--- config.mk ---
export PLATFORM = sky130hd
export DESIGN_NAME = serial_add_ctrl_flat
export DESIGN_NICKNAME = d
export VERILOG_FILES = /design/src/rtl/serial_add_ctrl_if.sv /design/src/rtl/serial_add_ctrl.sv /design/src/flat_wrapper.sv
export SDC_FILE = /design/constraint.sdc
export NUM_CORES = 1
export LEC_CHECK = 0
export CORE_MARGIN = 5
export CORE_UTILIZATION = 30
export DETAILED_ROUTE_END_ITERATION = 8
export HOLD_SLACK_MARGIN = 0.08
export SYNTH_ARGS = -nofsm -noshare
export SYNTH_HDL_FRONTEND = slang
export SYNTH_SLANG_ARGS = --single-unit
--- constraint.sdc ---
create_clock -name clk -period 1.4 [get_ports clk]
set_input_delay 0.28 -clock clk [delete_from_list [all_inputs] [get_ports clk]]
set_output_delay 0.28 -clock clk [all_outputs]
set_load 0.1 [all_outputs]
--- src/rtl/serial_add_ctrl_if.sv ---
// serial_add_ctrl_if: request/result bundle between a requester and the
// bit-serial add/subtract sequencer.
//   start, sub, a, b : request and operands, driven by the requester (master)
//   busy, done       : sequencer status; done is a one-cycle result-valid pulse
//   sum, cout, ovf   : registered result, held until the next accepted start
interface serial_add_ctrl_if #(
  parameter int unsigned WIDTH = 8
);
  logic             start;
  logic             sub;
  logic [WIDTH-1:0] a;
  logic [WIDTH-1:0] b;
  logic             busy;
  logic             done;
  logic [WIDTH-1:0] sum;
  logic             cout;
  logic             ovf;

  modport master (
    output start, sub, a, b,
    input  busy, done, sum, cout, ovf
  );

  modport slave (
    input  start, sub, a, b,
    output busy, done, sum, cout, ovf
  );
endinterface

--- src/rtl/serial_add_ctrl.sv ---
// serial_add_ctrl: bit-serial add/subtract sequencer built around a single
// 1-bit full-adder slice and a carry flip-flop. Operands are captured on an
// accepted start and processed LSB first, one bit per clock; the result is
// shifted into the sum register from the top.
//   clk  : rising-edge clock
//   rst  : synchronous reset, active-high, overrides everything
//   bus  : slave side of serial_add_ctrl_if (start/sub/a/b in,
//          busy/done/sum/cout/ovf out; all outputs registered)
module serial_add_ctrl #(
  parameter int unsigned WIDTH = 8
) (
  input logic              clk,
  input logic              rst,
  serial_add_ctrl_if.slave bus
);

  localparam int unsigned CntW = $clog2(WIDTH);
  localparam logic [CntW-1:0] CntLast = CntW'(WIDTH - 1);

  typedef enum logic [1:0] {
    StIdle,
    StRun,
    StDone
  } state_e;

  state_e           state_q, state_d;
  logic [CntW-1:0]  cnt_q, cnt_d;
  logic [WIDTH-1:0] areg_q, areg_d;
  logic [WIDTH-1:0] breg_q, breg_d;
  logic             carry_q, carry_d;
  logic [WIDTH-1:0] sum_q, sum_d;
  logic             cout_q, cout_d;
  logic             ovf_q, ovf_d;
  logic             busy_q, busy_d;
  logic             done_q, done_d;

  // The shared 1-bit full-adder slice.
  logic slice_s;
  logic slice_c;
  assign slice_s = areg_q[0] ^ breg_q[0] ^ carry_q;
  assign slice_c = (areg_q[0] & breg_q[0]) | (areg_q[0] & carry_q) | (breg_q[0] & carry_q);

  always_comb begin
    state_d = state_q;
    cnt_d   = cnt_q;
    areg_d  = areg_q;
    breg_d  = breg_q;
    carry_d = carry_q;
    sum_d   = sum_q;
    cout_d  = cout_q;
    ovf_d   = ovf_q;

    case (state_q)
      StIdle: begin
        if (bus.start) begin
          // Subtraction as a + ~b + 1: invert B and preload carry-in with 1.
          areg_d  = bus.a;
          breg_d  = bus.sub ? ~bus.b : bus.b;
          carry_d = bus.sub;
          cnt_d   = '0;
          sum_d   = '0;
          state_d = StRun;
        end
      end
      StRun: begin
        sum_d   = {slice_s, sum_q[WIDTH-1:1]};
        areg_d  = areg_q >> 1;
        breg_d  = breg_q >> 1;
        carry_d = slice_c;
        cnt_d   = cnt_q + CntW'(1);
        if (cnt_q == CntLast) begin
          // MSB slice: carry out vs. carry in gives signed overflow.
          cout_d  = slice_c;
          ovf_d   = slice_c ^ carry_q;
          cnt_d   = '0;
          state_d = StDone;
        end
      end
      StDone: begin
        state_d = StIdle;
      end
      default: begin
        state_d = StIdle;
      end
    endcase

    // Status flags are registered from the next state so they line up with it.
    busy_d = (state_d != StIdle);
    done_d = (state_d == StDone);
  end

  always_ff @(posedge clk) begin
    if (rst) begin
      state_q <= StIdle;
      cnt_q   <= '0;
      areg_q  <= '0;
      breg_q  <= '0;
      carry_q <= 1'b0;
      sum_q   <= '0;
      cout_q  <= 1'b0;
      ovf_q   <= 1'b0;
      busy_q  <= 1'b0;
      done_q  <= 1'b0;
    end else begin
      state_q <= state_d;
      cnt_q   <= cnt_d;
      areg_q  <= areg_d;
      breg_q  <= breg_d;
      carry_q <= carry_d;
      sum_q   <= sum_d;
      cout_q  <= cout_d;
      ovf_q   <= ovf_d;
      busy_q  <= busy_d;
      done_q  <= done_d;
    end
  end

  assign bus.busy = busy_q;
  assign bus.done = done_q;
  assign bus.sum  = sum_q;
  assign bus.cout = cout_q;
  assign bus.ovf  = ovf_q;

endmodule

--- src/flat_wrapper.sv ---
// flat-port wrapper written by rule: the top's interface ports become plain ports
module serial_add_ctrl_flat 
#(
  parameter int unsigned WIDTH = 8
)
  (clk, rst, bus_start, bus_sub, bus_a, bus_b, bus_busy, bus_done, bus_sum, bus_cout, bus_ovf);
  serial_add_ctrl_if #(.WIDTH(WIDTH)) bus_i ();
  input logic clk;
  input logic rst;
  input wire logic [$bits(bus_i.start)-1:0] bus_start;
  input wire logic [$bits(bus_i.sub)-1:0] bus_sub;
  input wire logic [$bits(bus_i.a)-1:0] bus_a;
  input wire logic [$bits(bus_i.b)-1:0] bus_b;
  output wire logic [$bits(bus_i.busy)-1:0] bus_busy;
  output wire logic [$bits(bus_i.done)-1:0] bus_done;
  output wire logic [$bits(bus_i.sum)-1:0] bus_sum;
  output wire logic [$bits(bus_i.cout)-1:0] bus_cout;
  output wire logic [$bits(bus_i.ovf)-1:0] bus_ovf;
  assign bus_i.start = bus_start;
  assign bus_i.sub = bus_sub;
  assign bus_i.a = bus_a;
  assign bus_i.b = bus_b;
  assign bus_busy = bus_i.busy;
  assign bus_done = bus_i.done;
  assign bus_sum = bus_i.sum;
  assign bus_cout = bus_i.cout;
  assign bus_ovf = bus_i.ovf;
  serial_add_ctrl #(.WIDTH(WIDTH)) u_core (.clk(clk), .rst(rst), .bus(bus_i));
endmodule
==> results.json <==
{
  "vias_per_cell": 4.67,
  "setup_viol": 0,
  "p_clk_share_pct": 34.5,
  "grt_max_degree": 19,
  "drt-wirelength-per-cell_um": 12.7,
  "synth_cell_types": 31,
  "synth.cell_area_um2": 1460,
  "fin_util_pct": 43.8,
  "cp.buffers_inverters": 1,
  "coreArea_um2": 4720,
  "clk_pin_slew_ns": 0.07,
  "outcome": "completed",
  "final_cell_area_um2": 2070,
  "grt_overflow": 0,
  "place_inst": 244,
  "yosysTopAreaCellShare_pct": 46.6,
  "period_minus_slack_ns": 1.30,
  "swShare_pct": 26.3,
  "required_ns": 1.56,
  "first_iter_violations": 69,
  "top_layer": "met4",
  "post_cts.repair.setup_buffers": 0,
  "path_max_fanout": 7,
  "gp_congestion": 0.762,
  "clock_latency_ns": 0.29,
  "grt_pass1_vias": 1149,
  "fp.dieH_um": 79.8,
  "timing.fmax_ghz": 0.771,
  "row_count": 25,
  "placed_area_um2": 1950,
  "yosysSeqAreaShare_pct": 46.6,
  "ys_seq_elements": 34,
  "p_sw_mw": 0.572,
  "wl_met1_mm": 1.53,
  "syn_nets": 171,
  "yosysWarnings": 0,
  "critPathKind": "primary input to register",
  "die_x_um": 79.8,
  "vdd_ir_drop_max_mv": 0.403,
  "cp-end-kind": "register",
  "hold_viol_final": 0,
  "synth-main-ff-cell": "dfxtp_1",
  "drc": 0,
  "synth_largest_area_cell": "dfxtp_1",
  "drive_gt1_share_pct": 22.2,
  "power.internal_mw": 1.60,
  "slew_headroom_pct": 74.8,
  "cpMaxStageDelayCell": "clkdlybuf4s50_1",
  "hold_path_class": "register to register",
  "ys_top_cells_by_area": "dfxtp_1 (47%), nor2_1 (7.2%), a211oi_1 (6.2%), a22oi_1 (5.7%), xnor2_1 (5.4%)",
  "hpwlAfterDp_mm": 2.36,
  "first_pass_iters": 5,
  "power_leakage_nw": 0.759,
  "h-tree-depth": 2,
  "combPwrFrac_pct": 16.7,
  "cap_viol_max_count": 0,
  "finalCritPeriodShare_pct": 92.6,
  "rsz0062_at_grt": "false",
  "critPathArrivalTime_ns": 1.45,
  "power_density_nw_per_um2": 1050,
  "wirelength_mm": 3.19,
  "synth.avg_cell_area_um2": 9.87,
  "grt_pass1_wl_mm": 5.32,
  "crit_chain": "clkdlybuf4s50_1 > or2b_1 > o22ai_1 > a211oi_1",
  "synth_edf_count": 0,
  "antenna_found_initial": 0,
  "cts_root_buffer": "clkbuf_8",
  "num_antenna_cells": 0,
  "grt_use_total_pct": 10.7,
  "numCtsBuffers": 5,
  "seqPwrFrac_pct": 48.8,
  "async_reset_ff_share_pct": 0,
  "cpPeakStageDelay_ns": 0.54,
  "boundaryPins": 32,
  "num_vias": 1177,
  "cp-start-kind": "primary input",
  "met3_length_um": 103,
  "die-area_um2": 6360,
  "cp_top_family": "buffers and inverters",
  "dr_wl_met2_mm": 1.50,
  "area_growth_pct": 41.8,
  "nets": 207,
  "slew_viol_final": 0,
  "io_buffers": 31,
  "cts_tree": "built",
  "clock_sinks": 34,
  "clock_path_buffers": 2,
  "tightest_slew_ns": 0.377,
  "final_cells": 252,
  "start_util_pct": 30.9,
  "ant_nets": 0,
  "finalClockSkew_ns": 0.00740,
  "synthCells": 148,
  "nFillCells": 461
}
[per-layer routing]
layer | global-route usage, % | vias to the layer above
met4 | 4.05 | 0
met3 | 3.16 | 5
met5 | 0 | -
li1 | - | 603
met1 | 14.0 | 550
met2 | 16.4 | 19
[area by class of cell]
type | count | area (um^2) | share of cell area [%]
multi-input cells | 99 | 689 | 33.3
clock inverters | 2 | 12.5 | 0.604
inverters | 6 | 22.5 | 1.09
repair buffers | 38 | 495 | 23.9
clock buffers | 6 | 82.6 | 3.99
well taps | 67 | 83.8 | 4.05
flip-flops and latches | 34 | 684 | 33.1
[registers in the layout, summed over array words and instances (netlist names)]
name	cells
u_core.areg_q	8
u_core.carry_q	1
u_core.cnt_q	3
u_core.breg_q	8
u_core.bus.ovf	1
u_core.bus.sum	8
u_core.bus.busy	1
u_core.bus.cout	1
u_core.bus.done	1
u_core.state_q	2
[power groups by stage]
stage	Sequential [mW]	Clock [mW]	Combinational, mW
after detailed placement	1.08	0	0.352
after floorplan	1.10	0	0.205
after CTS	1.06	0.769	0.356
final	1.06	0.749	0.362
after global placement	1.08	0	0.350
after global routing	1.06	0.807	0.399
[through the flow]
step	power, mW	hold WS (ns)	setup slack (ns)	TNS (ns)
global placement	1.43	0.476	-0.231	-3.65
finish	2.17	0.493	0.104	0
detailed placement	1.43	0.484	-0.207	-3.43
global route	2.27	0.509	0.00882	0
floorplan	1.31	0.428	0.0683	0
CTS	2.18	0.494	0.0506	0
[Yosys cell counts (3+ instances only)]
| cell type | count |
|---|---|
| o21ai_0 | 9 |
| a211oi_1 | 12 |
| inv_1 | 6 |
| a22oi_1 | 11 |
| a21oi_1 | 3 |
| dfxtp_1 | 34 |
| buf_6 | 5 |
| o22ai_1 | 6 |
| xnor2_1 | 9 |
| nor2_1 | 28 |
[final timing paths]
path	cells after the start	end	slack [ns]	from
max reg2reg	5	u_core.carry_q	0.11	u_core.carry_q
min	2	u_core.bus.ovf	0.49	u_core.bus.ovf
max	4	u_core.areg_q[1]	0.10	bus_start
min reg2reg	2	u_core.bus.ovf	0.49	u_core.bus.ovf
[cells by family (layout without fill, tap and decap cells)]
logic type / count (synthesis) / after routing / synth area share [%]
buffers and inverters: 15 / 52 / 7.37
AND/OR/NAND/NOR: 37 / 37 / 11.9
XOR/XNOR: 9 / 9 / 5.40
flip-flops: 34 / 34 / 46.6
multiplexers: 1 / 1 / 0.686
AO/OA/AOI/OAI: 49 / 49 / 24.9
adder cells (fa/ha/maj): 3 / 3 / 3.08
[layout by cell type (no fill, tap or decap), types with 3 or more instances in the layout]
master	Yosys	routed
a21oi_1	3	3
a211oi_1	12	12
buf_12	0	13
o21ai_0	9	9
xnor2_1	9	9
clkbuf_8	1	6
buf_4	1	6
nor2_1	28	28
clkdlybuf4s50_1	0	19
o22ai_1	6	6
a22oi_1	11	11
dfxtp_2	0	3
inv_1	6	5
dfxtp_1	34	31
[worst register-to-register path, delay by kind of cell, from the launching register on]
family,cells,cell delay (ns)
buf+inv,1,0.07
compound gates,2,0.33
simple gates,1,0.08
fa+ha+maj,1,0.37
flops,1,0.34
[what timing repair did]
action | CTS | global route
gates resized for setup | 1 | 7
setup endpoints to repair | 1 | 23
hold buffers | 0 | 0
pin swaps | 0 | 2
(Power assumes the default switching activity.)
